File: src/rtl/flag_register_if.sv
// rtl/flag_register_if.sv - Flag-register control and status bundle.
interface flag_register_if;
    logic stall;
    logic cf_in;
    logic nf_in;
    logic zf_in;
    logic cf_we;
    logic nf_we;
    logic zf_we;
    logic setc;
    logic clrc;
    logic jc;
    logic jn;
    logic jz;
    logic int_save;
    logic rti_restore;
    logic cf;
    logic nf;
    logic zf;
    logic shadow_full;
    logic shadow_empty;
    logic stack_err;

    modport master (
        output stall, cf_in, nf_in, zf_in, cf_we, nf_we, zf_we,
               setc, clrc, jc, jn, jz, int_save, rti_restore,
        input  cf, nf, zf, shadow_full, shadow_empty, stack_err
    );

    modport slave (
        input  stall, cf_in, nf_in, zf_in, cf_we, nf_we, zf_we,
               setc, clrc, jc, jn, jz, int_save, rti_restore,
        output cf, nf, zf, shadow_full, shadow_empty, stack_err
    );
endinterface

File: src/rtl/flag_register.sv
// rtl/flag_register.sv - Carry/negative/zero condition-code register with interrupt shadow stack.
// Optional FLAG_BYPASS_EN: flag outputs show the same-cycle next value (excluding jump consume).
module flag_register #(
    parameter int SHADOW_DEPTH = 2,
    parameter int PTR_W        = 2
) (
    input  logic           clk,
    input  logic           rst,
    flag_register_if.slave bus
);

    logic             cf_q, nf_q, zf_q;
    logic             cf_d, nf_d, zf_d;
    logic             cf_w, nf_w, zf_w;
    logic [PTR_W-1:0] ptr_q, ptr_d;
    logic [2:0]       slot_q [SHADOW_DEPTH];
    logic [2:0]       slot_d [SHADOW_DEPTH];
    logic             stack_err_q, stack_err_d;
    logic             full, empty, do_push, do_pop;
    logic [2:0]       top;

    always_comb begin
        full    = (ptr_q == PTR_W'(SHADOW_DEPTH));
        empty   = (ptr_q == '0);
        do_push = bus.int_save & ~full;
        do_pop  = bus.rti_restore & ~bus.int_save & ~empty;

        top = '0;
        for (int i = 0; i < SHADOW_DEPTH; i++) begin
            if (ptr_q == PTR_W'(i + 1)) begin
                top = slot_q[i];
            end
        end

        // cf_w/nf_w/zf_w are the next flags before any taken-jump consume;
        // they also feed the bypass path, which must not depend on jump decode.
        if (do_pop) begin
            {cf_w, nf_w, zf_w} = top;
        end else begin
            cf_w = bus.cf_we ? bus.cf_in : (bus.setc ? 1'b1 : (bus.clrc ? 1'b0 : cf_q));
            nf_w = bus.nf_we ? bus.nf_in : nf_q;
            zf_w = bus.zf_we ? bus.zf_in : zf_q;
        end

        cf_d = cf_w;
        nf_d = nf_w;
        zf_d = zf_w;
        if (!do_pop) begin
            if (!bus.cf_we && !bus.setc && !bus.clrc && bus.jc && cf_q) cf_d = 1'b0;
            if (!bus.nf_we && bus.jn && nf_q) nf_d = 1'b0;
            if (!bus.zf_we && bus.jz && zf_q) zf_d = 1'b0;
        end

        for (int i = 0; i < SHADOW_DEPTH; i++) begin
            slot_d[i] = slot_q[i];
            if (do_push && ptr_q == PTR_W'(i)) begin
                slot_d[i] = {cf_q, nf_q, zf_q};
            end
        end

        ptr_d = ptr_q;
        if (do_push) begin
            ptr_d = ptr_q + PTR_W'(1);
        end else if (do_pop) begin
            ptr_d = ptr_q - PTR_W'(1);
        end

        stack_err_d = (bus.int_save & bus.rti_restore)
                    | (bus.int_save & full)
                    | (bus.rti_restore & ~bus.int_save & empty);

        if (bus.stall) begin
            cf_d        = cf_q;
            nf_d        = nf_q;
            zf_d        = zf_q;
            ptr_d       = ptr_q;
            stack_err_d = 1'b0;
            for (int i = 0; i < SHADOW_DEPTH; i++) begin
                slot_d[i] = slot_q[i];
            end
        end
    end

    always_ff @(posedge clk or negedge rst) begin
        if (!rst) begin
            cf_q        <= 1'b0;
            nf_q        <= 1'b0;
            zf_q        <= 1'b0;
            ptr_q       <= '0;
            stack_err_q <= 1'b0;
            for (int i = 0; i < SHADOW_DEPTH; i++) begin
                slot_q[i] <= 3'b000;
            end
        end else begin
            cf_q        <= cf_d;
            nf_q        <= nf_d;
            zf_q        <= zf_d;
            ptr_q       <= ptr_d;
            stack_err_q <= stack_err_d;
            for (int i = 0; i < SHADOW_DEPTH; i++) begin
                slot_q[i] <= slot_d[i];
            end
        end
    end

`ifdef FLAG_BYPASS_EN
    assign bus.cf = rst & (bus.stall ? cf_q : cf_w);
    assign bus.nf = rst & (bus.stall ? nf_q : nf_w);
    assign bus.zf = rst & (bus.stall ? zf_q : zf_w);
`else
    assign bus.cf = cf_q;
    assign bus.nf = nf_q;
    assign bus.zf = zf_q;
`endif

    assign bus.shadow_full  = full;
    assign bus.shadow_empty = empty;
    assign bus.stack_err    = stack_err_q;

endmodule

File: src/flat_wrapper.sv
// flat-port wrapper written by rule: the top's interface ports become plain ports
module flag_register_flat 
#(
    parameter int SHADOW_DEPTH = 2,
    parameter int PTR_W        = 2
)
  (clk, rst, bus_stall, bus_cf_in, bus_nf_in, bus_zf_in, bus_cf_we, bus_nf_we, bus_zf_we, bus_setc, bus_clrc, bus_jc, bus_jn, bus_jz, bus_int_save, bus_rti_restore, bus_cf, bus_nf, bus_zf, bus_shadow_full, bus_shadow_empty, bus_stack_err);
  flag_register_if bus_i ();
  input  logic clk;
  input  logic rst;
  input wire logic [$bits(bus_i.stall)-1:0] bus_stall;
  input wire logic [$bits(bus_i.cf_in)-1:0] bus_cf_in;
  input wire logic [$bits(bus_i.nf_in)-1:0] bus_nf_in;
  input wire logic [$bits(bus_i.zf_in)-1:0] bus_zf_in;
  input wire logic [$bits(bus_i.cf_we)-1:0] bus_cf_we;
  input wire logic [$bits(bus_i.nf_we)-1:0] bus_nf_we;
  input wire logic [$bits(bus_i.zf_we)-1:0] bus_zf_we;
  input wire logic [$bits(bus_i.setc)-1:0] bus_setc;
  input wire logic [$bits(bus_i.clrc)-1:0] bus_clrc;
  input wire logic [$bits(bus_i.jc)-1:0] bus_jc;
  input wire logic [$bits(bus_i.jn)-1:0] bus_jn;
  input wire logic [$bits(bus_i.jz)-1:0] bus_jz;
  input wire logic [$bits(bus_i.int_save)-1:0] bus_int_save;
  input wire logic [$bits(bus_i.rti_restore)-1:0] bus_rti_restore;
  output wire logic [$bits(bus_i.cf)-1:0] bus_cf;
  output wire logic [$bits(bus_i.nf)-1:0] bus_nf;
  output wire logic [$bits(bus_i.zf)-1:0] bus_zf;
  output wire logic [$bits(bus_i.shadow_full)-1:0] bus_shadow_full;
  output wire logic [$bits(bus_i.shadow_empty)-1:0] bus_shadow_empty;
  output wire logic [$bits(bus_i.stack_err)-1:0] bus_stack_err;
  assign bus_i.stall = bus_stall;
  assign bus_i.cf_in = bus_cf_in;
  assign bus_i.nf_in = bus_nf_in;
  assign bus_i.zf_in = bus_zf_in;
  assign bus_i.cf_we = bus_cf_we;
  assign bus_i.nf_we = bus_nf_we;
  assign bus_i.zf_we = bus_zf_we;
  assign bus_i.setc = bus_setc;
  assign bus_i.clrc = bus_clrc;
  assign bus_i.jc = bus_jc;
  assign bus_i.jn = bus_jn;
  assign bus_i.jz = bus_jz;
  assign bus_i.int_save = bus_int_save;
  assign bus_i.rti_restore = bus_rti_restore;
  assign bus_cf = bus_i.cf;
  assign bus_nf = bus_i.nf;
  assign bus_zf = bus_i.zf;
  assign bus_shadow_full = bus_i.shadow_full;
  assign bus_shadow_empty = bus_i.shadow_empty;
  assign bus_stack_err = bus_i.stack_err;
  flag_register #(.SHADOW_DEPTH(SHADOW_DEPTH), .PTR_W(PTR_W)) u_core (.clk(clk), .rst(rst), .bus(bus_i));
endmodule
File: config.mk
export PLATFORM = sky130hd
export DESIGN_NAME = flag_register_flat
export DESIGN_NICKNAME = d
export VERILOG_FILES = /design/src/rtl/flag_register_if.sv /design/src/rtl/flag_register.sv /design/src/flat_wrapper.sv
export SDC_FILE = /design/constraint.sdc
export NUM_CORES = 1
export LEC_CHECK = 0
export ABC_AREA = 1
export ABC_CLOCK_PERIOD_IN_PS = 2700
export CORE_AREA = 3 3 46 48
export DETAILED_ROUTE_END_ITERATION = 7
export DIE_AREA = 0 0 49 51
export PLACE_DENSITY_LB_ADDON = 0.15
export REMOVE_ABC_BUFFERS = 1
export SYNTH_ARGS = -nofsm -noshare
export SYNTH_HDL_FRONTEND = slang
export SYNTH_SLANG_ARGS = --single-unit
File: constraint.sdc
create_clock -name clk -period 2.7 [get_ports clk]
set_input_delay 0.54 -clock clk [delete_from_list [all_inputs] [get_ports clk]]
set_output_delay 0.54 -clock clk [all_outputs]
set_load 0.05 [all_outputs]
==> metrics.csv, run 1 <==
metric,value,unit
CTS tree,built,
first-pass GRT wire length,2440,µm
slowest CP cell,clkdlybuf4s50_1,
htree depth,1,
top layer used by detailed routing,met4,
CORE AREA,1750,µm²
number of max-cap violations,0,
WP data required,2.16,ns
post_cts resized,0,
# setup viols final,0,
Main synth FF type,dfrtp_1,
Combinational Power Share,52.3,%
"Reg clk slew, reported paths",0.07,ns
crit path DAT,1.92,ns
post-synth cell types,19,
Int Power,463,µW
setup repair after global routing missed its margin,false,
largest net degree at the start of global routing,13,
grt ovf,0,
wl on met1,680,µm
clock buffer depth,2,
Post-CTS Setup Repair Bufs,0,
Worst path max stage delay,0.84,ns
post-synthesis register bit count,12,
Synth Cell Area,692,µm²
Ys Warns,0,
clock network power share,12.8,%
minimum clock period,2.46,ns
via count,603,
Max rail drop VDD,0.506,mV
initial antenna violation count,0,
worst rel slew slack,65.0,%
Final Cell Area,956,µm²
die height,51,µm
post-DP HPWL,1180,µm
vias per cell,4.50,
antenna-violating nets left,0,
Post-Route WL,1430,µm
drt pass-1 iters,3,
worst slew pin tran,0.524,ns
sequential fraction of the synthesis area,43.4,%
Post-synth EDFFs,0,
# IOs,22,
Starting DRT DRC Count,7,
Final Hold Fails,0,
count of input and output buffers,21,
top-count cell post-synth,nand2_1,
Pins Over Slew Limit,0,
Sink Count,12,
Site Rows,15,
Hold Crit Class,reg -> reg,
switching share of power,44.8,%
clock root buffer,clkbuf_4,
CP Max Fanout,3,
Synth async-reset ratio,100,%
crit path cell chain,"inv_1, ha_1, clkdlybuf4s50_1",
switching power,376,µW
final setup TNS,0,ns
kind of start point of the critical path,flop,
share of cells above drive strength 1,10.1,%
area grow syn2layout,38.2,%
status,"complete, no violations",
routability cong.,0.832,
Num CTS Buffers,3,
vias in the first global route,577,
Synth area leader,dfrtp_1,
die width,49,µm
critical path type,reg -> out,
worst skew pair latency,0.27,ns
Max Fclk,406,MHz
Cells after Synth,85,
Tot GR Track Use,13.0,%
P_leak,0.000445,µW
power per cell area,878,nW/µm²
Seq pwr share,34.9,%
Post-route DRC,0,
DP Area,933,µm²
Final Skew,0.00532,ns
Die Area,2500,µm²
Post-synth top cells,"nand2_1, dfrtp_1, inv_1, nand3_1, o21ai_1",
# diodes,0,
Avg WL per Cell,10.6,µm
period utilization,91.1,%
worst hold slack,0.500,ns
cts hold-fix bufs,0,
syn avg cell area,8.14,µm²
final net count,131,
met3 WL,71,µm
metal2 WL,645,µm
synth top area cells,"dfrtp_1, nand2_1, ha_1, nand3_1, inv_1",
share of the synthesized area in the top cell type,43.4,%
Starting Density,39.6,%
CP endpoint kind,output pin,
==> metrics by stage <==
step	utilization, %	std cells	worst slack [ns]	total power, µW
final	54.8	134	0.240	839
after global routing	54.8	134	0.128	906
after CTS	54.8	134	0.202	849
after detailed placement	53.5	131	0.497	739
after global placement	53.5	131	0.560	729
after floorplan	-	85	1.12	603
==> state kept, by name, summed over array words and instances (netlist names) <==
| name | cells |
|---|---|
| u_core.bus.cf | 1 |
| u_core.bus.zf | 1 |
| u_core.slot_q | 6 |
| u_core.bus.nf | 1 |
| u_core.bus.stack_err | 1 |
| u_core.ptr_q | 2 |
==> cells by family after synthesis <==
logic type | share of synthesized area (%)
flops | 43.4
fa+ha+maj | 7.23
buf+inv | 6.51
xor+xnor | 2.53
compound gates | 11.8
simple gates | 28.6
==> layout by cell type (no fill, tap or decap), drive strengths merged <==
cell type and instances:
xor2 2, clkbuf 3, nand2 27, a21oi 5
o21ai 9, nand3 9, inv 11, dfrtp 12
nor2 3, ha 4, clkdlybuf4s50 21, nor3 1
clkinv 1, nand3b 1
==> layout make-up <==
class                   instances  area, µm²
clock buffers                   3       22.5
fillers                       176        790
inverters                      12       45.0
multi-input cells              61        347
flip-flops and latches         12        300
well taps                      25       31.3
repair buffers                 21        210
==> critical path, delay by kind of cell, from the launching register on <==
| kind | cells | cell delay (ns) |
|---|---|---|
| fa+ha+maj | 1 | 0.29 |
| buf+inv | 2 | 0.96 |
| flops | 1 | 0.40 |
==> power by group through the flow <==
stage | clock, µW | sequential [µW] | combinational [µW]
after floorplan | 0 | 330 | 273
after global placement | 0 | 294 | 434
after detailed placement | 0 | 296 | 443
after CTS | 112 | 293 | 445
after global routing | 122 | 301 | 484
final | 108 | 293 | 439
==> per-layer routing <==
metal,global-route usage (%),vias up
met4,9.95,0
met2,20.1,18
met3,2.04,2
met1,16.2,261
li1,-,322
met5,0,-
==> path summary, 6_finish.rpt <==
kind / start / endpoint / slack [ns] / depth (start not counted)
max: u_core.ptr_q[0] / bus_shadow_empty / 0.24 / 3
min: u_core.ptr_q[0] / u_core.ptr_q[0] / 0.50 / 1
max reg2reg: u_core.ptr_q[0] / u_core.ptr_q[0] / 1.29 / 6
min reg2reg: u_core.ptr_q[0] / u_core.ptr_q[0] / 0.50 / 1
max in group asynchronous: rst / u_core.bus.stack_err / 1.73 / 1
min in group asynchronous: rst / u_core.slot_q[3] / 0.61 / 1
No activity file was read; power rests on OpenSTA's default activity.
==> run 2: changes to the inputs <==
Settings changed: CORE_AREA 3 3 46 48 to 2 2 45 47, DIE_AREA 0 0 49 51 to 0 0 47 49.
==> run 2 against run 1 <==
  * Combinational power is essentially flat
  * Fmax up 0.74%
  * Design area increased by 1.7%
  * Largest cell class unchanged
==> metrics.csv, run 2 (synthesis gave the netlist of run 1 again) <==
metric,value,unit,change
post-DP HPWL,1210,µm,+2.9%
critical path type,reg -> out,,
CP Max Fanout,3,,unchanged
DP Worst Slack,0.550,ns,+0.0533 ns
CTS tree,built,,
die width,47,µm,-4.1%
Avg WL per Cell,10.8,µm,+1.8%
crit path DAT,1.90,ns,-0.02 ns
count of input and output buffers,21,,unchanged
period utilization,90.5,%,-0.67 points
vias per cell,4.48,,-0.41%
WP data required,2.16,ns,about the same
largest net degree at the start of global routing,13,,unchanged
slowest CP cell,clkdlybuf4s50_1,,
Buf/Inv on CP,2,,unchanged
Crit Reg-Reg Startpoint,u_core.ptr_q[0],,
CORE AREA,1840,µm²,+5.5%
routability cong.,0.762,,-8.5%
Combinational Power Share,50.0,%,-2.3 points
Worst path max stage delay,0.84,ns,about the same
switching power,380,µW,+1.2%
vias in the first global route,626,,+8.5%
power per cell area,898,nW/µm²,+2.3%
grt ovf,0,,unchanged
Site Rows,16,,+1
via count,614,,+1.8%
critical path depth,3,,unchanged
power consumption,873,µW,+4.0%
Final Hold Fails,0,,unchanged
Final Skew,0.00518,ns,-0.000141 ns
drt pass-1 iters,5,,+2
Top reg by flops,u_core.slot_q,,
hold_sp,u_core.ptr_q[0],,
# diodes,0,,unchanged
worst slew pin tran,0.556,ns,+0.0328 ns
switching share of power,43.6,%,-1.2 points
top flop regs,"u_core.slot_q x6, u_core.ptr_q x2",,
"Core Util, Final",52.8,%,-2.0 points
Post-CTS Setup Repair Bufs,0,,unchanged
minimum clock period,2.44,ns,-0.0181 ns
Int Power,492,µW,+6.3%
max reg flops,6,,unchanged
antenna-violating nets left,0,,unchanged
die height,49,µm,-3.9%
"commonest cells after routing, fill and taps aside","nand2_1, clkdlybuf4s50_1, dfrtp_1",,
Seq pwr share,33.4,%,-1.5 points
initial antenna violation count,0,,unchanged
Sink Count,12,,unchanged
"Reg clk slew, reported paths",0.08,ns,about the same
clock buffer depth,2,,unchanged
Max Fclk,409,MHz,+0.74%
first-pass GRT wire length,2540,µm,+4.3%
cts hold-fix bufs,0,,unchanged
"commonest non-fill, non-tap cell in the layout",nand2_1,,
kind of start point of the critical path,flop,,
Worst path top cell family by delay,buffers and inverters,,
Tot GR Track Use,15.0,%,+2.0 points
# IOs,22,,unchanged
# setup viols final,0,,unchanged
Starting Density,37.6,%,-2.1 points
final net count,131,,unchanged
fill cell count,191,,+8.5%
worst skew pair latency,0.27,ns,about the same
CP endpoint kind,output pin,,
status,"complete, no violations",,
Hold Crit Class,reg -> reg,,
number of max-cap violations,0,,unchanged
setup repair after global routing missed its margin,false,,
Final Cell Area,972,µm²,+1.7%
Starting DRT DRC Count,11,,+4
clock network power share,16.6,%,+3.8 points
Setup WS post-layout,0.258,ns,+0.0181 ns
Critical Path Start,u_core.ptr_q[0],,
Post-route DRC,0,,unchanged
area grow syn2layout,40.5,%,
DP Area,936,µm²,+0.27%
r2r worst-path depth,6,,unchanged
worst rel slew slack,62.8,%,-2.2 points
Hold Path Depth,1,,unchanged
clock root buffer,clkbuf_4,,
final setup TNS,0,ns,unchanged
Num CTS Buffers,3,,unchanged
Max rail drop VDD,0.492,mV,-2.8%
Pins Over Slew Limit,0,,unchanged
post_cts resized,0,,unchanged
crit path cell chain,"inv_1, ha_1, clkdlybuf4s50_1",,
share of cells above drive strength 1,10.9,%,+0.82 points
htree depth,1,,unchanged
P_leak,0.000453,µW,+1.6%
Post-Route WL,1480,µm,+4.1%
Die Area,2300,µm²,-7.8%
[run 2: cell count changes in the layout (fill, tap and decap cells not counted)]
cell	delta
clkbuf_8	+1
[run 2: per-stage QoR]
step	cells	hold WS (ns)
floorplan	85	0.244
global placement	133	0.478
detailed placement	133	0.479
CTS	137	0.501
global route	137	0.517
finish	137	0.500
[run 2: power groups by stage]
stage,combinational [µW],clock (µW),sequential (µW)
finish,436,145,291
global route,479,154,301
CTS,441,150,292
detailed placement,440,0,296
global placement,433,0,294
floorplan,273,0,330
[run 2: layer usage]
metal | global-route usage, % | vias up | share of wire (%)
met5 | 0 | - | 0
li1 | - | 324 | -
met4 | 5.56 | 0 | 0.67
met3 | 2.22 | 2 | 3.2
met2 | 24.4 | 12 | 50
met1 | 19.3 | 276 | 46
[run 2: worst register-to-register path, delay by kind of cell, from the launching register on]
kind | cells | cell delay [ns]
AND/OR/NAND/NOR | 2 | 0.26
AO/OA/AOI/OAI | 1 | 0.16
buffers and inverters | 1 | 0.09
XOR/XNOR | 1 | 0.16
flip-flops | 1 | 0.38
adder cells (fa/ha/maj) | 1 | 0.27
[run 2: cell type report]
class | instances | area (µm²) | share of cell area (%)
clock buffers | 4 | 36.3 | 3.73
repair buffers | 21 | 210 | 21.6
flip-flops and latches | 12 | 300 | 30.9
well taps | 27 | 33.8 | 3.47
multi-input cells | 61 | 347 | 35.6
inverters | 12 | 45.0 | 4.63
[run 2: final timing paths]
| check | to | slack [ns] |
|---|---|---|
| min reg2reg | u_core.ptr_q[0] | 0.50 |
| min in group asynchronous | u_core.bus.stack_err | 0.62 |
| min | u_core.ptr_q[0] | 0.50 |
| max reg2reg | u_core.ptr_q[0] | 1.30 |
| max | bus_shadow_empty | 0.26 |
| max in group asynchronous | u_core.slot_q[3] | 1.71 |
==> run 3: changes to the inputs <==
Settings changed: GPL_TIMING_DRIVEN set to 0.
==> run 3 against run 2 <==
  * Sequential share of layout area did not move
  * Register-to-register slack about the same
  * Clock power is essentially flat
  * Sequential power about the same
  * Combinational power about the same
  * Routed wire length shrank 0.81%
  * Global-route usage rose by 0.43 points
  * Sequential cell count did not move
  * Die area unchanged
==> metrics.csv, run 3 (synthesis gave the netlist of run 1 again) <==
metric,value,unit,change
initial antenna violation count,0,,unchanged
Tot GR Track Use,15.4,%,+0.43 points
CP Max Fanout,3,,unchanged
final net count,131,,unchanged
slowest CP cell,clkdlybuf4s50_1,,
# IOs,22,,unchanged
final setup TNS,0,ns,unchanged
"Reg clk slew, reported paths",0.08,ns,about the same
Num CTS Buffers,3,,unchanged
die height,49,µm,unchanged
CORE AREA,1840,µm²,unchanged
clock buffer depth,2,,unchanged
kind of start point of the critical path,flop,,
"commonest non-fill, non-tap cell in the layout",nand2_1,,
Post-Route WL,1470,µm,-0.81%
routability cong.,0.764,,+0.38%
"commonest cells after routing, fill and taps aside","nand2_1, clkdlybuf4s50_1, dfrtp_1",,
first-pass GRT wire length,2570,µm,+1.1%
post-DP HPWL,1180,µm,-2.3%
power consumption,872,µW,about the same
CTS tree,built,,
power per cell area,897,nW/µm²,about the same
M2 GR Usage,23.7,%,-0.68 points
Hold Crit Class,reg -> reg,,
clock root buffer,clkbuf_4,,
clock network power share,16.7,%,about the same
max reg flops,6,,unchanged
via count,637,,+3.7%
CP endpoint kind,output pin,,
switching share of power,43.5,%,-0.10 points
Max Fclk,409,MHz,-0.14%
Max rail drop VDD,0.412,mV,-16%
Die Area,2300,µm²,unchanged
htree depth,1,,unchanged
vias in the first global route,610,,-2.6%
Final Hold Fails,0,,unchanged
worst hold slack,0.495,ns,-0.00536 ns
number of max-cap violations,0,,unchanged
Int Power,493,µW,+0.12%
critical path type,reg -> out,,
vias per cell,4.65,,+3.7%
crit path cell chain,"inv_1, ha_1, clkdlybuf4s50_1",,
minimum clock period,2.45,ns,+0.00336 ns
met1 usage in global routing,19.9,%,+0.61 points
worst skew pair latency,0.27,ns,about the same
post_cts resized,0,,unchanged
cts hold-fix bufs,0,,unchanged
Site Rows,16,,unchanged
worst rel slew slack,62.1,%,-0.70 points
largest net degree at the start of global routing,13,,unchanged
Pins Over Slew Limit,0,,unchanged
DP Area,936,µm²,unchanged
grt ovf,0,,unchanged
crit path DAT,1.91,ns,about the same
Starting DRT DRC Count,4,,-7
drt pass-1 iters,4,,-1
layer with the highest usage,met2,,
Final Cell Area,972,µm²,unchanged
share of cells above drive strength 1,10.9,%,unchanged
Worst path max stage delay,0.84,ns,about the same
Starting Density,37.6,%,unchanged
Post-CTS Setup Repair Bufs,0,,unchanged
antenna-violating nets left,0,,unchanged
Seq pwr share,33.4,%,about the same
"Core Util, Final",52.8,%,unchanged
# setup viols final,0,,unchanged
Final Skew,0.00395,ns,-0.00123 ns
switching power,379,µW,-0.28%
die width,47,µm,unchanged
WP data required,2.16,ns,about the same
P_leak,0.000453,µW,unchanged
area grow syn2layout,40.5,%,unchanged
count of input and output buffers,21,,unchanged
GR Util met3,5.56,%,+3.3 points
Combinational Power Share,50.0,%,about the same
worst slew pin tran,0.567,ns,+0.0105 ns
period utilization,90.6,%,+0.12 points
Sink Count,12,,unchanged
Post-route DRC,0,,unchanged
# diodes,0,,unchanged
setup repair after global routing missed its margin,false,,
Top reg by flops,u_core.slot_q,,
status,"complete, no violations",,
Avg WL per Cell,10.7,µm,-0.81%
top flop regs,"u_core.slot_q x6, u_core.ptr_q x2",,
-- run 3: cell counts in the layout (fill, tap and decap cells not counted) --
Identical to the previous run, type by type.
-- run 3: final timing paths --
path	startpoint	endpoint	slack, ns	cells after the start
worst max-delay path	u_core.ptr_q[0]	bus_shadow_empty	0.25	3
worst min-delay path	u_core.slot_q[2]	u_core.slot_q[2]	0.49	2
worst max register to register	u_core.ptr_q[0]	u_core.bus.zf	1.30	8
worst min register to register	u_core.slot_q[2]	u_core.slot_q[2]	0.49	2
max in group asynchronous	rst	u_core.slot_q[5]	1.70	1
min in group asynchronous	rst	u_core.bus.stack_err	0.62	1
-- run 3: final cells by class --
| type | instances | area, µm² |
|---|---|---|
| Clock buffer | 4 | 36.3 |
| Fill cell | 195 | 870 |
| Multi-Input combinational cell | 61 | 347 |
| Sequential cell | 12 | 300 |
| Inverter | 12 | 45.0 |
| Tap cell | 27 | 33.8 |
| Timing Repair Buffer | 21 | 210 |
-- run 3: metrics by stage --
step,cells,worst slack [ns]
2_1_floorplan,85,1.12
3_3_place_gp,133,0.553
3_5_place_dp,133,0.546
4_1_cts,137,0.232
5_1_grt,137,0.184
6_report,137,0.254
-- run 3: metal layers --
metal / vias to the layer above / routed length [µm]
met5: - / 0
met4: 0 / 14
met3: 2 / 53
met2: 12 / 714
met1: 301 / 688
li1: 322 / -
-- run 3: worst max-delay path, delay by kind of cell, from the launching register on --
| kind | cells | cell delay (ns) |
|---|---|---|
| buffers and inverters | 2 | 0.95 |
| adders and majority gates | 1 | 0.27 |
| DFF | 1 | 0.41 |
-- run 3: power by group through the flow --
stage	combinational [µW]	sequential, µW	clock, µW
2_1_floorplan	273	330	0
3_3_place_gp	430	295	0
3_5_place_dp	437	296	0
4_1_cts	441	293	151
5_1_grt	478	299	157
6_report	436	291	145
